## src/rtl/uart_pkg.sv

```systemverilog
// Shared definitions for the memory-mapped UART transmitter.
// Holds the transmit FSM state encoding, the register offsets relative
// to the block base address and the bit positions inside STATUS.
package uart_pkg;

   // Transmit FSM states
   localparam logic [1:0] ST_IDLE  = 2'd0;
   localparam logic [1:0] ST_START = 2'd1;
   localparam logic [1:0] ST_DATA  = 2'd2;
   localparam logic [1:0] ST_STOP  = 2'd3;

   // Register byte offsets from BASE
   localparam logic [31:0] REG_TXDATA = 32'd0;
   localparam logic [31:0] REG_STATUS = 32'd4;

   // STATUS bit positions; the occupancy field starts at STAT_COUNT_LSB.
   // Writing a 1 to STAT_OVF in STATUS clears the sticky overflow flag.
   localparam int STAT_BUSY      = 0;
   localparam int STAT_FULL      = 1;
   localparam int STAT_OVF       = 2;
   localparam int STAT_COUNT_LSB = 3;

endpackage

```

## src/rtl/sync_fifo.sv

```systemverilog
// Single-clock circular-buffer FIFO.
// Ports:
//   clk, rstn      clock, asynchronous active-low reset (control only)
//   push, wdata    write request and data; ignored when full unless a
//                  pop is accepted on the same edge
//   pop            read request; ignored when empty
//   rdata          head entry (combinational, valid while !empty)
//   full, empty    occupancy flags
//   count          occupancy, 0 .. 2**DEPTH_LOG2
module sync_fifo #(
   parameter int WIDTH      = 8,
   parameter int DEPTH_LOG2 = 3
) (
   input  logic                  clk,
   input  logic                  rstn,
   input  logic                  push,
   input  logic [WIDTH-1:0]      wdata,
   input  logic                  pop,
   output logic [WIDTH-1:0]      rdata,
   output logic                  full,
   output logic                  empty,
   output logic [DEPTH_LOG2:0]   count
);

   localparam int                DEPTH     = 1 << DEPTH_LOG2;
   localparam logic [DEPTH_LOG2:0] DEPTH_CNT = (DEPTH_LOG2 + 1)'(DEPTH);

   logic [WIDTH-1:0]      mem [DEPTH];
   logic [DEPTH_LOG2-1:0] wptr;
   logic [DEPTH_LOG2-1:0] rptr;
   logic                  wr_en;
   logic                  rd_en;

   assign full  = (count == DEPTH_CNT);
   assign empty = (count == '0);
   assign rdata = mem[rptr];

   // A pop on the same edge frees a slot, so a push into a full FIFO
   // is still taken in that case.
   assign rd_en = pop & ~empty;
   assign wr_en = push & (~full | rd_en);

   always_ff @(posedge clk or negedge rstn) begin
      if (!rstn) begin
         wptr  <= '0;
         rptr  <= '0;
         count <= '0;
      end else begin
         if (wr_en) wptr <= wptr + 1'b1;
         if (rd_en) rptr <= rptr + 1'b1;
         if (wr_en && !rd_en)
            count <= count + 1'b1;
         else if (!wr_en && rd_en)
            count <= count - 1'b1;
      end
   end

   // Storage carries no reset; only pointers and count define validity.
   always_ff @(posedge clk) begin
      if (wr_en) mem[wptr] <= wdata;
   end

endmodule

```

## src/rtl/uart_tx_mmio.sv

```systemverilog
// Memory-mapped 8N1 UART transmitter on the core data-memory bus.
// TXDATA (BASE) queues bytes into a FIFO; STATUS (BASE+4) reports
// busy/full/ovf/count and clears the sticky overflow flag on write.
// Ports:
//   clk, rstn              clock, asynchronous active-low reset
//   mem_valid, mem_write   bus strobe and direction (1 = write)
//   mem_wmask, mem_wdata   byte enables and write data
//   mem_addr               byte address
//   mem_rdata              registered read data, 0 when not selected
//   tx                     serial output, idles high
module uart_tx_mmio
   import uart_pkg::*;
#(
   parameter logic [31:0] BASE       = 32'h1000_0000,
   parameter int          CLKDIV     = 868,
   parameter int          DEPTH_LOG2 = 3
) (
   input  logic        clk,
   input  logic        rstn,
   input  logic        mem_valid,
   input  logic        mem_write,
   input  logic [3:0]  mem_wmask,
   input  logic [31:0] mem_wdata,
   input  logic [31:0] mem_addr,
   output logic [31:0] mem_rdata,
   output logic        tx
);

   localparam int                BAUD_W      = $clog2(CLKDIV);
   localparam logic [BAUD_W-1:0] BAUD_RELOAD = BAUD_W'(CLKDIV - 1);

   logic                  sel_txdata;
   logic                  sel_status;
   logic                  push_req;
   logic                  ovf_clr;
   logic                  drop;
   logic                  pop;
   logic                  busy;
   logic                  ovf;
   logic                  fifo_full;
   logic                  fifo_empty;
   logic [DEPTH_LOG2:0]   fifo_count;
   logic [7:0]            fifo_rdata;
   logic [1:0]            state;
   logic [BAUD_W-1:0]     baud;
   logic                  baud_zero;
   logic [2:0]            bit_idx;
   logic [7:0]            shift;
   logic [31:0]           status_word;
   logic                  unused_bus;

   assign unused_bus = ^{mem_wdata[31:8], mem_wmask[3:1]};

   // Address decode: full 32-bit compare, so misaligned hits are ignored
   assign sel_txdata = mem_valid && (mem_addr == BASE + REG_TXDATA);
   assign sel_status = mem_valid && (mem_addr == BASE + REG_STATUS);
   assign push_req   = sel_txdata & mem_write & mem_wmask[0];
   assign ovf_clr    = sel_status & mem_write & mem_wmask[0] & mem_wdata[STAT_OVF];
   assign drop       = push_req & fifo_full & ~pop;

   // The FSM takes the next byte either from IDLE or at the very end of a
   // stop bit, which gives gap-free back-to-back frames.
   assign baud_zero = (baud == '0);
   assign pop = ~fifo_empty &
                ((state == ST_IDLE) || ((state == ST_STOP) && baud_zero));

   sync_fifo #(
      .WIDTH      (8),
      .DEPTH_LOG2 (DEPTH_LOG2)
   ) u_fifo (
      .clk   (clk),
      .rstn  (rstn),
      .push  (push_req),
      .wdata (mem_wdata[7:0]),
      .pop   (pop),
      .rdata (fifo_rdata),
      .full  (fifo_full),
      .empty (fifo_empty),
      .count (fifo_count)
   );

   assign busy = (state != ST_IDLE) | ~fifo_empty;

   always_comb begin
      status_word = '0;
      status_word[STAT_BUSY] = busy;
      status_word[STAT_FULL] = fifo_full;
      status_word[STAT_OVF]  = ovf;
      status_word[STAT_COUNT_LSB +: DEPTH_LOG2 + 1] = fifo_count;
   end

   // Bus response and sticky overflow; a drop beats a same-edge clear
   always_ff @(posedge clk or negedge rstn) begin
      if (!rstn) begin
         mem_rdata <= '0;
         ovf       <= 1'b0;
      end else begin
         mem_rdata <= (sel_status && !mem_write) ? status_word : '0;
         if (drop)
            ovf <= 1'b1;
         else if (ovf_clr)
            ovf <= 1'b0;
      end
   end

   // Transmit FSM; tx is registered from the current state, so the line
   // trails the state by one cycle uniformly for every bit.
   always_ff @(posedge clk or negedge rstn) begin
      if (!rstn) begin
         state   <= ST_IDLE;
         baud    <= '0;
         bit_idx <= '0;
         tx      <= 1'b1;
      end else begin
         case (state)
            ST_START: tx <= 1'b0;
            ST_DATA:  tx <= shift[0];
            default:  tx <= 1'b1;
         endcase

         case (state)
            ST_IDLE: begin
               if (pop) begin
                  state <= ST_START;
                  baud  <= BAUD_RELOAD;
               end
            end
            ST_START: begin
               if (baud_zero) begin
                  baud    <= BAUD_RELOAD;
                  bit_idx <= '0;
                  state   <= ST_DATA;
               end else begin
                  baud <= baud - 1'b1;
               end
            end
            ST_DATA: begin
               if (baud_zero) begin
                  baud <= BAUD_RELOAD;
                  if (bit_idx == 3'd7)
                     state <= ST_STOP;
                  else
                     bit_idx <= bit_idx + 1'b1;
               end else begin
                  baud <= baud - 1'b1;
               end
            end
            default: begin
               if (baud_zero) begin
                  if (pop) begin
                     state <= ST_START;
                     baud  <= BAUD_RELOAD;
                  end else begin
                     state <= ST_IDLE;
                  end
               end else begin
                  baud <= baud - 1'b1;
               end
            end
         endcase
      end
   end

   // Shift register holds payload only; no reset needed
   always_ff @(posedge clk) begin
      if (pop)
         shift <= fifo_rdata;
      else if ((state == ST_DATA) && baud_zero)
         shift <= {1'b0, shift[7:1]};
   end

endmodule
```

## config.mk

```make
export PLATFORM = sky130hd
export DESIGN_NAME = uart_tx_mmio
export DESIGN_NICKNAME = d
export VERILOG_FILES = /design/src/rtl/uart_pkg.sv /design/src/rtl/sync_fifo.sv /design/src/rtl/uart_tx_mmio.sv
export SDC_FILE = /design/constraint.sdc
export NUM_CORES = 1
export LEC_CHECK = 0
export BUFFER_PORTS_ARGS = -buffer_cell sky130_fd_sc_hd__buf_2
export CAP_MARGIN = 15
export CORE_MARGIN = 2
export CORE_UTILIZATION = 50
export DETAILED_ROUTE_END_ITERATION = 8
export GPL_TIMING_DRIVEN = 0
export PLACE_DENSITY = 0.77
export SLEW_MARGIN = 15
export SYNTH_ARGS = -nofsm -noshare
export SYNTH_HDL_FRONTEND = slang
export SYNTH_HIERARCHICAL = 1
export SYNTH_SLANG_ARGS = --single-unit
export TNS_END_PERCENT = 10
```

## constraint.sdc

```tcl
create_clock -name clk -period 3.3 [get_ports clk]
set_input_delay 0.495 -clock clk [delete_from_list [all_inputs] [get_ports clk]]
set_output_delay 0.495 -clock clk [all_outputs]
set_load 0.02 [all_outputs]
```

==> results of run 1 <==
final timing paths:
kind | endpoint
worst min register to register | mem_rdata[2]
worst max register to register | u_fifo/count[3]
max in group asynchronous | u_fifo/count[1]
min in group clk | u_fifo/mem[3][5]
worst max-delay path | u_fifo/count[3]
worst min-delay path | baud[6]
registers in the layout (all words and copies together) (netlist names):
name / cells
shift: 8
bit_idx: 3
u_fifo/mem: 64
state: 2
u_fifo/count: 4
u_fifo/rptr: 3
mem_rdata: 7
ovf: 1
tx: 1
u_fifo/wptr: 3
baud: 10
power groups by stage:
stage	registers (W)	clock network [W]	logic (W)
finish	0.00142	0.000849	0.0000939
global route	0.00142	0.000935	0.000104
CTS	0.00142	0.000877	0.0000938
detailed placement	0.00145	0	0.0000938
global placement	0.00145	0	0.0000912
floorplan	0.00145	0	0.0000504
per-layer routing:
layer  part of all wire, %  up-vias  GRT usage (%)
met5                     0        -              0
met4                   1.4        0           7.99
met3                   4.4       13           4.39
met2                    53       79           32.3
met1                    41     1647           23.0
li1                      -     1588              -
critical path, stage by stage (launching register included):
cell and delay [ns]:
dfrtp_2 0.46, inv_1 0.07, ha_2 0.21, nor4b_4 0.22, a31o_2 0.24, buf_6 0.19, o41ai_2 0.15, ha_2 0.24
inv_1 0.14, ha_1 0.31, or4_1 0.53, o211ai_1 0.11, o211ai_1 0.11
placed cells by master (no fill, tap or decap), types with 4 or more instances in the layout:
cell | synthesis | routed
nor3_2 | 0 | 4
nand4_1 | 4 | 4
o31ai_1 | 5 | 5
buf_2 | 4 | 55
clkbuf_8 | 0 | 9
nand2b_1 | 6 | 6
clkbuf_1 | 11 | 10
nand2_1 | 15 | 15
dfrtp_1 | 33 | 30
nand3_1 | 7 | 7
a21oi_1 | 7 | 7
nor2_1 | 10 | 10
buf_4 | 25 | 40
mux2_2 | 19 | 19
nor3_1 | 8 | 4
or4_1 | 4 | 4
edfxtp_1 | 72 | 72
xnor2_1 | 5 | 5
o211ai_1 | 6 | 6
o21ai_0 | 13 | 13
nor4_1 | 14 | 10
and2_1 | 7 | 7
mux4_2 | 16 | 16
inv_1 | 14 | 14
ha_1 | 12 | 9
conb_1 | 1 | 25
cells by family (layout without fill, tap and decap cells):
| kind of cell | count (synthesis) | after routing |
|---|---|---|
| AOI/OAI and AO/OA | 57 | 57 |
| and+or+nand+nor | 94 | 94 |
| xor gates and xnor gates | 6 | 6 |
| other | 1 | 25 |
| muxes | 39 | 39 |
| DFF | 106 | 106 |
| buffers and inverters | 58 | 140 |
| adders and majority gates | 13 | 13 |
cell type report:
type                    instances  area [um^2]  share of cell area, %
inverters                      15         56.3                  0.918
clock buffers                   9          124                   2.02
flip-flops and latches        106         3020                   49.2
plain buffers                  42          278                   4.53
repair buffers                 67          373                   6.08
well taps                     136          170                   2.77
clock inverters                 7          105                   1.71
multi-input cells             234         2010                   32.7
stage by stage:
step | TNS (ns) | cells | util [%]
after floorplan | 0 | 398 | -
after global placement | -21.12 | 586 | 56.0
after detailed placement | -1.17 | 589 | 56.5
after CTS | 0 | 607 | 59.2
after global routing | -0.00890 | 616 | 60.2
final | 0 | 616 | 60.2
what timing repair did:
item                       in CTS  in global routing
hold endpoints to repair        0                  0
buffers inserted                2                 10
pin swaps                       1                  2
setup endpoints to repair      19                  1
resized for setup               6                  8
==> results.md, run 1 <==
- Switching part of the total: about 22%
- Final-layout fill cell count: 794
- Area leader, netlist: edfxtp_1
- Post-synthesis adder-cell area fraction: 3.29%
- Worst r2r src: baud[0]
- Crit Path Max Fanout: 13
- GP Congestion: 0.849
- Clock power share: ~36%
- Final total power: 0.00236 W
- DP Worst Slack: -0.488 ns
- Starting Density: 50.8%
- Warning count from the yosys run: 6
- Total CTS buffers: 9
- Via count: 3327
- Fin area: a little over 0.006 mm^2
- First-pass GRT wire length: 16.1 mm
- Post-synth top area share: 41.7%
- Standard-cell rows: 37
- Io pins: 105
- VDD IR max: about 0.00037 V
- Initial DRC Count: 173
- CP Class: reg2reg
- Synth cell count leaders: 72 x edfxtp_1, 33 x dfrtp_1, 25 x buf_4
- Final worst path period need: 3.11 ns
- Mapped cell area: 0.00518 mm^2
- PortBufs: 52
- Vias in the first global route: 3269
- Top post-synthesis cells by area: edfxtp_1 42%, dfrtp_1 16%, mux4_2 7.0%
- Worst clock skew: 0.0144 ns
- H-tree depth: 3
- Post-route DRC violation count: 0
- Gr usage total: 18.9%
- Share of power burned in registers: between 60% and 70%
- Number of max-cap violations: 0
- Routed Antenna Nets: 0
- Logic pwr share: under 10%
- Register area share after synthesis: just under 60%
- Endpoints failing setup: 0
- Number of antenna diodes: 0
- Worst R2R Path Depth: 12
- Worst hold path type: in2async
- Number of synthesized flops with an enable pin: 72
- Complex-gate fraction of the synthesized area: 8.41%
- Worst-path clk slew: 0.11 ns
- Vias per cell: 5.40
- Psw: 0.000527 W
- Top FF cell, synth: edfxtp_1
- Ratio of cells with drive above 1 in the final layout: around 38%
- Global route overflow: 0
- Area growth, synth to finish: 18.4%
- Largest family of logic cells by synthesized area: multiplexers
- Crit. End Element: flip-flop
- Placed cell area: 0.00575 mm^2
- Max Slew Vio Count: 0
- Die area: 0.0112 mm^2
- Relative slew slack: 34.1%
- Worst-Margin Slew: slightly below 1 ns
- Post-synthesis xor/xnor area fraction: 1.01%
- WHS: 0.182 ns
- Avg Inst Size Synth: 13.8 um^2
- TritonCTS clock tree: done
- Reg2reg setup slack: 0.19 ns
- Pwr dens: 385 mW/mm^2
- Cell variety after synth: 61
- Clock buffer depth: 2
- Crit. Startpoint: baud[0]
- Die span in y: 106 um
- P_int: 0.00183 W
- PnR worst setup slack: 0.195 ns
- Outcome: complete, no violations
- Antenna violations before repair: 0
- Syn Inst Count: between 300 and 400
- Layout net count: 560
- Leak: approximately 2.4 nW
- Hold Vio Cnt, Final: 0
- DP Wirelength: 6.89 mm
- Period utilization: a little over nine tenths
- Most common cell in the netlist: edfxtp_1
- Clock Latency Late Sink: about 0.37 ns
- Crit path DAT: ~3.4 ns
- Highest clock rate: 0.322 GHz
- Flop and latch count out of synthesis: between 100 and 150
- WL/cell: 15.9 um
- Root Buffer: clkbuf_8
- Die Width: 106 um
- Asr flop ratio synth: 32.1%
- Pre-antenna DRT Iters: 4
- WL final: 9.82 mm
- Clock sink count: between 100 and 150
- Data required time of the critical path: ~3.6 ns
- CP Launch Type: flip-flop
- Multiplexer share of the synthesized area: 12.0%
- Largest net degree at the start of global routing: 35
- Number of hold buffers added after cts: 0
- Simple-Gate Fraction of Synth Area: 10.7%
- Core ar.: 0.0102 mm^2
(Power assumes the default switching activity.)
==> run 2: changes to the inputs <==
--- a/config.mk
+++ b/config.mk
@@ -6,11 +6,11 @@
 export NUM_CORES = 1
 export LEC_CHECK = 0
 export BUFFER_PORTS_ARGS = -buffer_cell sky130_fd_sc_hd__buf_2
-export CAP_MARGIN = 15
 export CORE_MARGIN = 2
 export CORE_UTILIZATION = 50
 export DETAILED_ROUTE_END_ITERATION = 8
 export GPL_TIMING_DRIVEN = 0
+export MAX_ROUTING_LAYER = met4
 export PLACE_DENSITY = 0.77
 export SLEW_MARGIN = 15
 export SYNTH_ARGS = -nofsm -noshare
==> results.md, run 2 (synthesis gave the netlist of run 1 again) <==
- Number of max-cap violations: 0 (unchanged)
- Area growth, synth to finish: 17.9% (was 18.4%)
- Die Width: 106 um (unchanged)
- H-tree depth: 3 (unchanged)
- CP Launch Type: flip-flop (unchanged)
- VDD IR max: 0.000289 V (was 0.000365 V)
- Ratio of cells with drive above 1 in the final layout: 37.2% (was 37.5%)
- Die span in y: 106 um (unchanged)
- Largest stage delay on the critical path: 0.54 ns (was 0.53 ns)
- Pre-antenna DRT Iters: 4 (unchanged)
- Top delay family on crit path: adder cells (unchanged)
- Highest clock rate: 0.322 GHz (about the same)
- Commonest non-fill, non-tap cell in the layout: edfxtp_1 (unchanged)
- Setup_tns: 0 ns (unchanged)
- Worst-Margin Slew: 1.00 ns (was 0.985 ns)
- Largest net degree at the start of global routing: 35 (unchanged)
- Total CTS buffers: 9 (unchanged)
- RSZ-0062 raised after global routing: false
- Gr usage total: 19.2% (was 18.9%)
- Crit-path cells: inv_1, ha_2, nor4b_4, a31o_2, buf_8, o41ai_2, ha_2, inv_1, ha_1, or4_1, o211ai_1, o211ai_1 (was inv_1, ha_2, nor4b_4, a31o_2, buf_6, o41ai_2, ha_2, inv_1, ha_1, or4_1, o211ai_1, o211ai_1)
- Starting Density: 50.8% (unchanged)
- Worst hold path type: in2async (unchanged)
- Crit. End Element: flip-flop (unchanged)
- Worst R2R Path Depth: 12 (unchanged)
- Clock sink count: 106 (unchanged)
- Io pins: 105 (unchanged)
- Initial DRC Count: 196 (was 173)
- DP Worst Slack: -0.515 ns (was -0.488 ns)
- First-pass GRT wire length: 16.2 mm (was 16.1 mm)
- WL final: 10.1 mm (was 9.82 mm)
- PortBufs: 52 (unchanged)
- Via count: 3354 (was 3327)
- Post-route DRC violation count: 0 (unchanged)
- Biggest register: u_fifo/mem (unchanged)
- PnR worst setup slack: 0.191 ns (was 0.195 ns)
- Root Buffer: clkbuf_8 (unchanged)
- TritonCTS clock tree: done (unchanged)
- Data required time of the critical path: 3.56 ns (was 3.55 ns)
- Worst r2r src: baud[0] (unchanged)
- Standard-cell rows: 37 (unchanged)
- Final worst path period need: 3.11 ns (about the same)
- Commonest non-fill, non-tap cells in the layout: 72 x edfxtp_1, 55 x buf_2, 38 x buf_4 (was 72 x edfxtp_1, 55 x buf_2, 40 x buf_4)
- Worst path slowest cell: or4_1 (unchanged)
- Pwr dens: 381 mW/mm^2 (was 385 mW/mm^2)
- Die area: 0.0112 mm^2 (unchanged)
- Vias per cell: 5.46 (was 5.40)
- Period utilization: 94.2% (was 94.1%)
- Clock buffer depth: 2 (unchanged)
- DP Wirelength: 6.94 mm (was 6.89 mm)
- Endpoints failing setup: 0 (unchanged)
- Layout net count: 558 (was 560)
- WL/cell: 16.5 um (was 15.9 um)
- Vias in the first global route: 3215 (was 3269)
- Crit path DAT: 3.36 ns (about the same)
- Max reg flops: 64 (unchanged)
- Max Slew Vio Count: 0 (unchanged)
- Core ar.: 0.0102 mm^2 (unchanged)
- GP Congestion: 0.858 (was 0.849)
- CP Class: reg2reg (unchanged)
- Relative slew slack: 32.1% (was 34.1%)
- Routed Antenna Nets: 0 (unchanged)
- RR Endpoint: u_fifo/count[3] (unchanged)
- Worst clock skew: 0.0131 ns (was 0.0144 ns)
- Top Registers: u_fifo/mem x64, baud x10, shift x8 (unchanged)
- Global route overflow: 0 (unchanged)
- Worst-path clk slew: 0.11 ns (about the same)
- Critical path buffer and inverter count: 3 (unchanged)
- Clock Latency Late Sink: 0.37 ns (about the same)
- Reg2reg setup slack: 0.19 ns (about the same)
- Antenna violations before repair: 0 (unchanged)
- Crit Path Max Fanout: 13 (unchanged)
- Outcome: complete, no violations (unchanged)
- Hold Vio Cnt, Final: 0 (unchanged)
- Final-layout fill cell count: 766 (was 794)
- Number of antenna diodes: 0 (unchanged)
- Leak: 2.37 nW (was 2.38 nW)
## run 2: changes by cell type in the layout (fill, tap and decap cells not counted), sizes merged
cell / previous run / this run
inv: 17 / 19
buf: 99 / 97
clkinv: 4 / 3
bufinv: 1 / 0
## run 2: how the worst max path moves through the flow
stage	startpoint	endpoint	slack, ns	cells after the start
global route	u_fifo/count[0]	u_fifo/count[3]	0.01	11
floorplan	baud[0]	u_fifo/count[3]	0.06	13
finish	baud[0]	u_fifo/count[3]	0.19	12
global placement	baud[0]	u_fifo/mem[0][4]	-0.78	7
detailed placement	baud[0]	u_fifo/count[3]	-0.52	13
CTS	baud[0]	u_fifo/count[3]	0.002	12
## run 2: final cells by class
| class | count | area (um^2) | area share [%] |
|---|---|---|---|
| repair buffers | 65 | 358 | 5.86 |
| well taps | 136 | 170 | 2.79 |
| clock inverters | 7 | 88.8 | 1.46 |
| plain buffers | 42 | 282 | 4.61 |
| flip-flops and latches | 106 | 3020 | 49.4 |
| inverters | 15 | 56.3 | 0.922 |
| clock buffers | 9 | 124 | 2.03 |
| multi-input cells | 234 | 2010 | 32.9 |
## run 2: per-stage QoR
step                      total power [W]  instance area (um^2)  cells  utilization, %  hold WS (ns)
after CTS                         0.00234                  6000    605            58.9         0.194
after floorplan                   0.00150                  5280    398               -         0.199
final                             0.00232                  6100    614            59.9         0.184
after detailed placement          0.00154                  5750    588            56.4         0.486
after global placement            0.00154                  5710    586            56.0         0.482
after global routing              0.00241                  6100    614            59.9         0.229
## run 2: layer usage
metal,vias up,global-route usage (%),part of all wire (%)
met4,0,5.08,1.1
met1,1670,23.9,41
li1,1586,-,-
met2,86,32.7,54
met5,-,-,0
met3,12,3.28,4.0
## run 2: report_power, final
part           internal [W]  leakage, nW      switching [W]   total, W
clock              0.000310        0.107           0.000503   0.000812
sequential          0.00142         1.06  0.000000000000486    0.00142
combinational     0.0000399         1.21          0.0000540  0.0000938
total               0.00177         2.37           0.000557    0.00232
## run 2: repair_timing
item	4_1_cts	5_1_grt
hold buffers	0	0
gates resized for setup	6	9
setup buffers	1	10
setup endpoints to repair	24	1
pin swaps	1	2
==> run 3: changes to the inputs <==
--- a/config.mk
+++ b/config.mk
@@ -7,11 +7,11 @@
 export LEC_CHECK = 0
 export BUFFER_PORTS_ARGS = -buffer_cell sky130_fd_sc_hd__buf_2
 export CORE_MARGIN = 2
-export CORE_UTILIZATION = 50
+export CORE_UTILIZATION = 59
 export DETAILED_ROUTE_END_ITERATION = 8
 export GPL_TIMING_DRIVEN = 0
 export MAX_ROUTING_LAYER = met4
-export PLACE_DENSITY = 0.77
+export PLACE_DENSITY = 0.85
 export SLEW_MARGIN = 15
 export SYNTH_ARGS = -nofsm -noshare
 export SYNTH_HDL_FRONTEND = slang
==> constraint.sdc (replaced) <==
create_clock -name clk -period 3.6 [get_ports clk]
set_input_delay 0.54 -clock clk [delete_from_list [all_inputs] [get_ports clk]]
set_output_delay 0.54 -clock clk [all_outputs]
set_load 0.02 [all_outputs]
==> results.md, run 3 (synthesis gave the netlist of run 1 again) <==
- Outcome: complete, no violations (unchanged)
- Largest net degree at the start of global routing: 35 (unchanged)
- RR Endpoint: u_fifo/count[3] (unchanged)
- Crit path capture: u_fifo/count[3] (unchanged)
- Data required time of the critical path: 3.86 ns (was 3.56 ns)
- Clock sink count: 106 (unchanged)
- Worst-Margin Slew: 0.900 ns (was 1.00 ns)
- Root Buffer: clkbuf_8 (unchanged)
- Biggest register: u_fifo/mem (unchanged)
- Commonest non-fill, non-tap cells in the layout: 72 x edfxtp_1, 55 x buf_2, 33 x buf_4 (was 72 x edfxtp_1, 55 x buf_2, 38 x buf_4)
- Antenna violations before repair: 0 (unchanged)
- Ratio of cells with drive above 1 in the final layout: 35.3% (was 37.2%)
- Layout net count: 553 (was 558)
- CP Class: reg2reg (unchanged)
- Initial DRC Count: 149 (was 196)
- Crit. Startpoint: baud[0] (unchanged)
- Max reg flops: 64 (unchanged)
- Worst clock skew: 0.0112 ns (was 0.0131 ns)
- Vias per cell: 5.69 (was 5.46)
- Die span in y: 97.7 um (was 106 um)
- Worst R2R Path Depth: 13 (was 12)
- Top Registers: u_fifo/mem x64, baud x10, shift x8 (unchanged)
- DP Wirelength: 6.87 mm (was 6.94 mm)
- Starting Density: 60.0% (was 50.8%)
- Reg2reg setup slack: 0.17 ns (was 0.19 ns)
- GP Congestion: 0.894 (was 0.858)
- Number of max-cap violations: 0 (unchanged)
- VDD IR max: 0.000274 V (was 0.000289 V)
- PortBufs: 52 (unchanged)
- Total CTS buffers: 9 (unchanged)
- Via count: 3303 (was 3354)
- Final-layout fill cell count: 582 (was 766)
- Final worst path period need: 3.43 ns (was 3.11 ns)
- WHS: 0.236 ns (was 0.184 ns)
- Crit. End Element: flip-flop (unchanged)
- H-tree depth: 3 (unchanged)
- Die Width: 97.7 um (was 106 um)
- Period utilization: 95.3% (was 94.2%)
- Highest clock rate: 0.291 GHz (was 0.322 GHz)
- Global route overflow: 0 (unchanged)
- Pwr dens: 362 mW/mm^2 (was 381 mW/mm^2)
- WL final: 10.1 mm (about the same)
- CP Launch Type: flip-flop (unchanged)
- FF/Latch Area: 0.00302 mm^2 (about the same)
- Commonest non-fill, non-tap cell in the layout: edfxtp_1 (unchanged)
- Leak: 2.34 nW (was 2.37 nW)
- Clock Latency Late Sink: 0.37 ns (about the same)
- Routed Antenna Nets: 0 (unchanged)
- Pre-antenna DRT Iters: 5 (was 4)
- Post-route DRC violation count: 0 (unchanged)
- Area growth, synth to finish: 16.0% (was 17.9%)
- PnR worst setup slack: 0.169 ns (was 0.191 ns)
- Hold Vio Cnt, Final: 0 (unchanged)
- Standard-cell rows: 34 (was 37)
- TritonCTS clock tree: done (unchanged)
- Endpoints failing setup: 0 (unchanged)
- Worst r2r src: baud[0] (unchanged)
- Number of antenna diodes: 0 (unchanged)
- Worst hold path type: in2async (unchanged)
- Io pins: 105 (unchanged)
- Gr usage total: 22.2% (was 19.2%)
- DP Worst Slack: -0.381 ns (was -0.515 ns)
- Multi-input gate area: 0.00199 mm^2 (was 0.00201 mm^2)
- WL/cell: 17.4 um (was 16.5 um)
- Core ar.: 0.00864 mm^2 (was 0.0102 mm^2)
- Relative slew slack: 39.8% (was 32.1%)
- Die area: 0.00954 mm^2 (was 0.0112 mm^2)
- Worst-path clk slew: 0.11 ns (about the same)
- Number of hold buffers added after cts: 0 (unchanged)
- Clock buffer depth: 2 (unchanged)
- Final total power: 0.00218 W (was 0.00232 W)
- Max Slew Vio Count: 0 (unchanged)
- Crit path DAT: 3.69 ns (was 3.36 ns)
- Crit Path Max Fanout: 13 (unchanged)
- Vias in the first global route: 3228 (was 3215)
- First-pass GRT wire length: 16.2 mm (about the same)
==> run 3: layout make-up <==
| cell class | instances | area share [%] |
|---|---|---|
| Sequential cell | 106 | 50.2 |
| Multi-Input combinational cell | 234 | 33.1 |
| Timing Repair Buffer | 59 | 5.21 |
| Buffer | 43 | 4.62 |
| Tap cell | 108 | 2.25 |
| Clock buffer | 9 | 2.06 |
| Clock inverter | 7 | 1.60 |
| Inverter | 15 | 0.937 |
==> run 3: metrics by stage <==
step                std cells  util (%)  cell area [um^2]   TNS, ns
floorplan                 398         -              5270         0
global placement          558      65.6              5660     -7.37
detailed placement        560      66.1              5710    -0.381
CTS                       576      69.0              5960         0
global route              581      69.6              6010  -0.00849
finish                    581      69.6              6010         0
==> run 3: metal layers <==
layer / GRT usage (%) / part of all wire, %
met5: - / 0
met4: 5.02 / 0.75
met3: 4.68 / 3.0
met2: 36.0 / 52
met1: 29.3 / 44
==> run 3: power breakdown <==
part	leakage (nW)	total, W	internal, W	switching (W)
combinational	1.17	0.0000876	0.0000366	0.0000509
sequential	1.06	0.00130	0.00130	0.000000000000629
clock	0.109	0.000789	0.000344	0.000445
total	2.34	0.00218	0.00168	0.000496
==> run 3: critical path, stage by stage, from the launching register on <==
cell	delay [ns]
dfrtp_1	0.46
inv_1	0.08
ha_1	0.22
nor4b_4	0.32
a31o_2	0.26
buf_4	0.24
o21ai_4	0.11
inv_2	0.09
ha_1	0.27
inv_1	0.14
ha_1	0.37
or4_1	0.53
o211ai_1	0.11
o211ai_1	0.11
==> run 3: what timing repair did <==
| action | CTS | global route |
|---|---|---|
| buffers inserted | 0 | 5 |
| endpoints found under the setup margin | 1 | 1 |
| pin swaps | 0 | 2 |
| gates resized for setup | 5 | 3 |
==> run 3: worst min-delay path by stage <==
stage	startpoint	end	slack [ns]	cells after the start
detailed placement	ovf	mem_rdata[2]	0.49	1
CTS	rstn	baud[4]	0.26	1
global placement	ovf	mem_rdata[2]	0.47	1
floorplan	rstn	baud[0]	0.24	0
finish	rstn	bit_idx[2]	0.24	1
global route	rstn	bit_idx[2]	0.29	1
